[src/rtl/speed_meas_ctrl.sv]
// speed_meas_ctrl
// ---------------
// Sequencer for one phase-to-speed averaging/scaling unit. It clears the
// averager when measurement starts, generates the decimated `sample` strobe,
// throws away the first SETTLE averager results while the averager pipeline
// fills, and then captures every new result into a valid/ack output
// register. A sticky overrun flag records that a pending result was
// overwritten before it was acknowledged.
//
// Parameters
//   DIV     clock cycles per sample strobe (>= 2)
//   SETTLE  averager results discarded after each start (0 allowed)
//   SP_W    speed width (signed 6Q10)
//   CNT_W   delivered-result counter width
//
// Ports
//   clock        system clock
//   reset        asynchronous active-low reset
//   enable       1 = measure, 0 = stop
//   sample_out   one-cycle strobe to the averager `sample` input
//   avg_rst      active-high synchronous clear to the averager
//   avg_ready    averager ready level (rises once per result)
//   avg_speed    averager speed output (signed)
//   speed        captured speed, stable while speed_valid = 1
//   speed_valid  captured speed pending
//   speed_ack    consumer accepts speed (only while speed_valid = 1)
//   overrun      sticky: a result was overwritten before ack
//   clear_ovr    clears overrun (a simultaneous overrun wins)
//   busy         1 in every state except IDLE
//   result_cnt   results delivered since last start (wraps)

module speed_meas_ctrl #(
  parameter int DIV    = 100,
  parameter int SETTLE = 2,
  parameter int SP_W   = 16,
  parameter int CNT_W  = 16
) (
  input  logic                    clock,
  input  logic                    reset,
  input  logic                    enable,
  output logic                    sample_out,
  output logic                    avg_rst,
  input  logic                    avg_ready,
  input  logic signed [SP_W-1:0]  avg_speed,
  output logic signed [SP_W-1:0]  speed,
  output logic                    speed_valid,
  input  logic                    speed_ack,
  output logic                    overrun,
  input  logic                    clear_ovr,
  output logic                    busy,
  output logic [CNT_W-1:0]        result_cnt
);

  localparam int DV_W = $clog2(DIV);
  localparam int ST_W = (SETTLE > 0) ? $clog2(SETTLE + 1) : 1;

  localparam logic [DV_W-1:0] DIV_LAST    = DV_W'(DIV - 1);
  localparam logic [ST_W-1:0] SETTLE_INIT = ST_W'(SETTLE);

  typedef enum logic [1:0] {
    ST_IDLE,
    ST_CLEAR,
    ST_SETTLE,
    ST_RUN
  } state_t;

  state_t            state;
  state_t            state_nx;
  logic [DV_W-1:0]   div_cnt;
  logic [DV_W-1:0]   div_nx;
  logic [ST_W-1:0]   settle_cnt;
  logic              ready_q;
  logic              new_res;
  logic              capture;
  logic              running;
  logic              running_nx;

  // One pulse per averager result: avg_ready is a level that stays high
  // until the next strobe, so only its rising edge marks a new result.
  assign new_res = avg_ready & ~ready_q;
  assign capture = (state == ST_RUN) & new_res;
  assign running = (state == ST_SETTLE) || (state == ST_RUN);

  always_comb begin
    state_nx = state;
    unique case (state)
      ST_IDLE: begin
        if (enable) state_nx = ST_CLEAR;
      end
      ST_CLEAR: begin
        if (!enable)          state_nx = ST_IDLE;
        else if (SETTLE == 0) state_nx = ST_RUN;
        else                  state_nx = ST_SETTLE;
      end
      ST_SETTLE: begin
        if (!enable)                                   state_nx = ST_IDLE;
        else if (new_res && settle_cnt == ST_W'(1))    state_nx = ST_RUN;
      end
      ST_RUN: begin
        if (!enable) state_nx = ST_IDLE;
      end
      default: state_nx = ST_IDLE;
    endcase
  end

  assign running_nx = (state_nx == ST_SETTLE) || (state_nx == ST_RUN);

  // The divider only advances while already running and staying running, so
  // the first running cycle after CLEAR starts at 0 and SETTLE->RUN keeps
  // the strobe phase without a gap.
  always_comb begin
    div_nx = '0;
    if (running && running_nx) begin
      if (div_cnt == DIV_LAST) div_nx = '0;
      else                     div_nx = div_cnt + DV_W'(1);
    end
  end

  // Outputs are registered from the next-state/next-divider values so that
  // sample_out, avg_rst and busy line up with the state they belong to.
  always_ff @(posedge clock or negedge reset) begin
    if (!reset) begin
      state       <= ST_IDLE;
      div_cnt     <= '0;
      settle_cnt  <= '0;
      ready_q     <= 1'b0;
      sample_out  <= 1'b0;
      avg_rst     <= 1'b1;
      busy        <= 1'b0;
      speed       <= '0;
      speed_valid <= 1'b0;
      overrun     <= 1'b0;
      result_cnt  <= '0;
    end else begin
      state      <= state_nx;
      div_cnt    <= div_nx;
      ready_q    <= avg_ready;
      sample_out <= running_nx && (div_nx == DIV_LAST);
      avg_rst    <= !running_nx;
      busy       <= (state_nx != ST_IDLE);

      if (state == ST_CLEAR)
        settle_cnt <= SETTLE_INIT;
      else if ((state == ST_SETTLE) && new_res)
        settle_cnt <= settle_cnt - ST_W'(1);

      if (state == ST_CLEAR)
        result_cnt <= '0;
      else if (capture)
        result_cnt <= result_cnt + CNT_W'(1);

      // A capture always wins over an ack: the new value stays pending.
      if (capture) begin
        speed       <= avg_speed;
        speed_valid <= 1'b1;
      end else if (speed_ack && speed_valid) begin
        speed_valid <= 1'b0;
      end

      if (capture && speed_valid && !speed_ack)
        overrun <= 1'b1;
      else if (clear_ovr)
        overrun <= 1'b0;
    end
  end

endmodule

[config.mk]
export PLATFORM = sky130hd
export DESIGN_NAME = speed_meas_ctrl
export DESIGN_NICKNAME = d
export VERILOG_FILES = /design/src/rtl/speed_meas_ctrl.sv
export SDC_FILE = /design/constraint.sdc
export NUM_CORES = 1
export LEC_CHECK = 0
export ABC_AREA = 1
export BUFFER_PORTS_ARGS = -buffer_cell sky130_fd_sc_hd__buf_2
export CAP_MARGIN = 10
export CORE_MARGIN = 8
export CORE_UTILIZATION = 53
export DETAILED_ROUTE_END_ITERATION = 16
export GPL_ROUTABILITY_DRIVEN = 0
export PLACE_DENSITY_LB_ADDON = 0.3
export SLEW_MARGIN = 30
export SYNTH_ARGS = -nofsm -noshare
export SYNTH_HDL_FRONTEND = slang
export SYNTH_SLANG_ARGS = --single-unit
[constraint.sdc]
create_clock -name clock -period 1.5 [get_ports clock]
set_input_delay 0.15 -clock clock [delete_from_list [all_inputs] [get_ports clock]]
set_output_delay 0.15 -clock clock [all_outputs]
set_load 0.02 [all_outputs]
# Word-level counts from Yosys, hierarchy flattened
# Index checks and enable logic that the tools add are counted.
# classes
n_mux,16
bitwise_logic,3
n_eq_ne,8
addsub,3
reduce_logical,17
# ops
cell,n
two-way mux 16 bit,2
adder 16 x 1 -> 16 bit (second input constant),1
equality test 7 bit (second input constant),2
two-way mux 2 bit,7
two-way mux 7 bit,2
nonzero test 2 bit,5
equality test 2 bit (second input constant),4
one-hot mux 2 bit (4 select lines),1
adder 7 x 1 -> 7 bit (second input constant),1
logical AND 1 bit,7
equality test 2 x 1 -> 1 bit (second input constant),2
two-way mux 1 bit,4
bitwise AND 1 bit,2
logical NOT 1 bit,2
logical NOT 2 bit,1
logical OR 1 bit,2
subtractor 2 x 1 -> 2 bit (second input constant),1
NOT 1 bit,1
# word_totals
regBits,49
wordCells,58
output_inout_bits,37
inputBits,22

# Longest topological paths before layout
# logic_depth
ltp_word,12
depth_mapped,8
mapped_depth_nobuf,8

# Worst setup path before layout
# No wires, ideal clock.
# synth_path
path_type,register to register
startpoint,reg result_cnt[1]
endpoint,reg result_cnt[14]
path_stages_with_launch,9
arrival_time_ns,1.324
slack_ns,0.059
period_less_slack_ns,1.441
n_path_buf,0
setup_time_ns,0.117
t_required_ns,1.383
path_cell_list,dfrtp_1 > ha_1 > nand2_2 > nor2_2 > nand3_2 > nor2_1 > nand2_1 > nand3_1 > nand2_1
# synth_via
elab_chain_len,3
# synth_lines
item,line,text
from (decl),51,output logic [CNT_W-1:0] result_cnt
from (signal assigned),150,result_cnt <= result_cnt + CNT_W'(1);
adder 16 x 1 -> 16 bit,150,
two-way mux 16 bit,149,else if (capture)
two-way mux 16 bit,147,if (state == ST_CLEAR)
# Every way passes these cells. The select of a mux whose other input is x is not followed.
# A chain may end at the register's enable or synchronous reset.

# Final worst setup path
# layout_path
startpoint,reg result_cnt[0]
endpoint,reg result_cnt[15]
# Same word-level chain as after synthesis.

==> results.yml <==
power_and_ir_drop:
  total_power_mw: 3.023
  p_per_area_mw_per_mm2: 1054
  peakVddDrop_uv: 610.3
  power.leakage_nw: 1.477
sta:
  slew_headroom_pct: 71.90
  finalSetupViolations: 0
  holdWs_ns: 0.02713
  rsz0062_at_grt: "false"
  slew_viol_final: 0
  fmax_ghz: 0.7319
  tns_ns: 0
  tightest_slew_ns: 0.4184
  worst_slack_ns: 0.1337
  final.period_utilization_pct: 91.08
  fin_skew_ns: 0.01349
  hold_viol: 0
  min_period_ns: 1.366
clocking:
  clk_latency_ns: 0.31
  clockRootBuffer: "clkbuf_8"
  clk_path_buf_depth: 2
  tritoncts.num_buffers: 5
  h-tree-depth: 2
  cts_tree: "yes"
  cts_num_sinks: 49
  path_clk_slew_ns: 0.09
floorplan:
  dieWidth_um: 82.75
  die_h_um: 82.75
  core_mm2: 0.004324
  fp-row-count: 24
  die_area_mm2: 0.006847
  ioPinCount: 59
  start_util_pct: 54.60
layout:
  final_cell_mix: "nand2_1 (108), buf_2 (58), dfrtp_1 (48), nor2_1 (30), inv_1 (27)"
  multi_input_area_um2: 978.4
  antennaDiodeCount: 0
  layout_commonest_cell: "nand2_1"
  drive_gt1_share_pct: 26.50
  num-fill-cells: 376
  final_nets: 390
  seqCellArea_mm2: 0.001227
  final_cells: 418
  area_growth_pct: 21.41
synth:
  synthesis.area_mm2: 0.002361
  synth-xor-area-share_pct: 0.7419
  synth_top_family_by_area: "simple AND/OR/NAND/NOR gates"
  ys_ff_latch: 49
  synth_compound_area_share_pct: 6.624
  ys.warnings.count: 0
  synthAdderAreaFrac_pct: 1.590
  synth.mux.area_fraction_pct: 0
  syn_nets: 320
  syn_area_per_cell_um2: 8.003
  netlist_instances: 295
  yosysSeqAreaShare_pct: 51.99
  ys_types: 30
  synth-simple-area-share_pct: 32.06
min_path:
  min_path_type: "in -> reg"
  min-delay-start: "avg_speed[3]"
  worstHoldPathCells: 3
  min_to: "speed[3]"
grt:
  grt_first_pass_wirelength_um: 9397
  grt_pass1_vias: 2167
  antenna_found_initial: 0
  grt-ovfl-total: 0
  grtUsageTotal_pct: 17.55
  grt_max_degree: 21
critical_path:
  cp-startpoint: "result_cnt[0]"
  cp.required_ns: 1.75
  crit_arrival_ns: 1.62
  rr_worst_depth: 9
  worstSetupPathType: "reg -> reg"
  r2r_setup_slack_ns: 0.13
  cp-end-kind: "flop"
  crit-reg2reg-launch: "result_cnt[0]"
  start_kind: "flop"
  cp_max_fo: 3
  worstReg2RegEnd: "result_cnt[15]"
route:
  postRouteAntennaNets: 0
  wl_um: 5615
  drtIter0Drc: 109
  vias_per_cell: 5.014
  drc: 0
  vias: 2096
  drtPass1Iterations: 4
  wl_per_cell_um: 13.43
placed_design:
  dp_hpwl_um: 4234
  placed_cells: 405
  place_ws_ns: 0.09857
  portBuffers: 58
flow_run:
  maxCapViolCount: 0
outcome:
  status: "completed"
critical path, cell delays in order, from the launching register on:
cell and delay, ns:
dfrtp_1 0.40, buf_4 0.13, inv_1 0.05, nor2_1 0.26
nand2_1 0.10, nor2_1 0.12, nor2_1 0.05, nor2_1 0.09
nand2_1 0.06, nand2_1 0.05
power breakdown:
part	switching (mW)	internal (mW)
Combinational	0.446	0.235
Clock	0.437	0.333
Sequential	0.0836	1.49
Total	0.967	2.06
worst max path at each step:
stage / to / slack [ns] / cells after the start
CTS: result_cnt[14] / 0.08 / 8
global placement: result_cnt[12] / 0.16 / 6
global route: sample_out / 0.004 / 7
detailed placement: result_cnt[14] / 0.1 / 8
floorplan: result_cnt[14] / 0.06 / 8
finish: result_cnt[15] / 0.13 / 9
registers in the layout, summed over array words and instances, names as in the netlist, 2 cells and up:
| signal | count |
|---|---|
| settle_cnt | 2 |
| state | 2 |
| result_cnt | 16 |
| speed | 16 |
| div_cnt | 7 |
metrics by stage:
stage / instance area, um^2 / util [%]
after CTS: 2836 / 65.60
after detailed placement: 2720 / 62.91
after global placement: 2720 / 62.91
final: 2867 / 66.29
after floorplan: 2361 / -
after global routing: 2867 / 66.29
Yosys cell counts (all sizes together):
cell	instances	area [um^2]
nand2	111	429.2
dfrtp	48	1201
nor2	39	176.4
inv	31	116.4
nand3	17	105.1
a21oi	12	60.06
o21ai	11	55.05
buf	6	45.04
nand4	4	25.02
ha	3	37.54
a31oi	2	12.51
nor3	2	15.01
o22ai	2	12.51
a22o	1	8.760
and2	1	6.260
clkbuf	1	3.750
dfstp	1	26.28
o211ai	1	7.510
xnor2	1	8.760
xor2	1	8.760
cell type report:
type / count / share of cell area (%)
sequential: 49 / 42.82
timing repair buffer: 70 / 13.66
clock inverter: 2 / 0.4801
multi-input combinational: 208 / 34.13
inverter: 31 / 4.103
clock buffer: 6 / 2.532
tap: 52 / 2.270
routing by layer:
metal	global-route usage, %	share of wire (%)	vias up
li1	-	-	1061
met1	20.21	42	965
met3	4.329	5.9	12
met2	30.38	51	58
met5	0	0	-
met4	7.241	1.9	0
logic make-up (layout without fill, tap and decap cells):
logic type | after synthesis | after routing
AO/OA/AOI/OAI | 29 | 29
adder cells (fa/ha/maj) | 3 | 3
AND/OR/NAND/NOR | 174 | 174
flip-flops | 49 | 49
buffers and inverters | 38 | 109
XOR/XNOR | 2 | 2
repair_timing:
item                                   CTS  global route
hold buffers                             3             0
endpoints found under the hold margin   18             0
setup endpoints to repair                0            23
gates resized for setup                  0             5
setup buffers                            0             2
No activity file was read; power rests on OpenSTA's default activity.
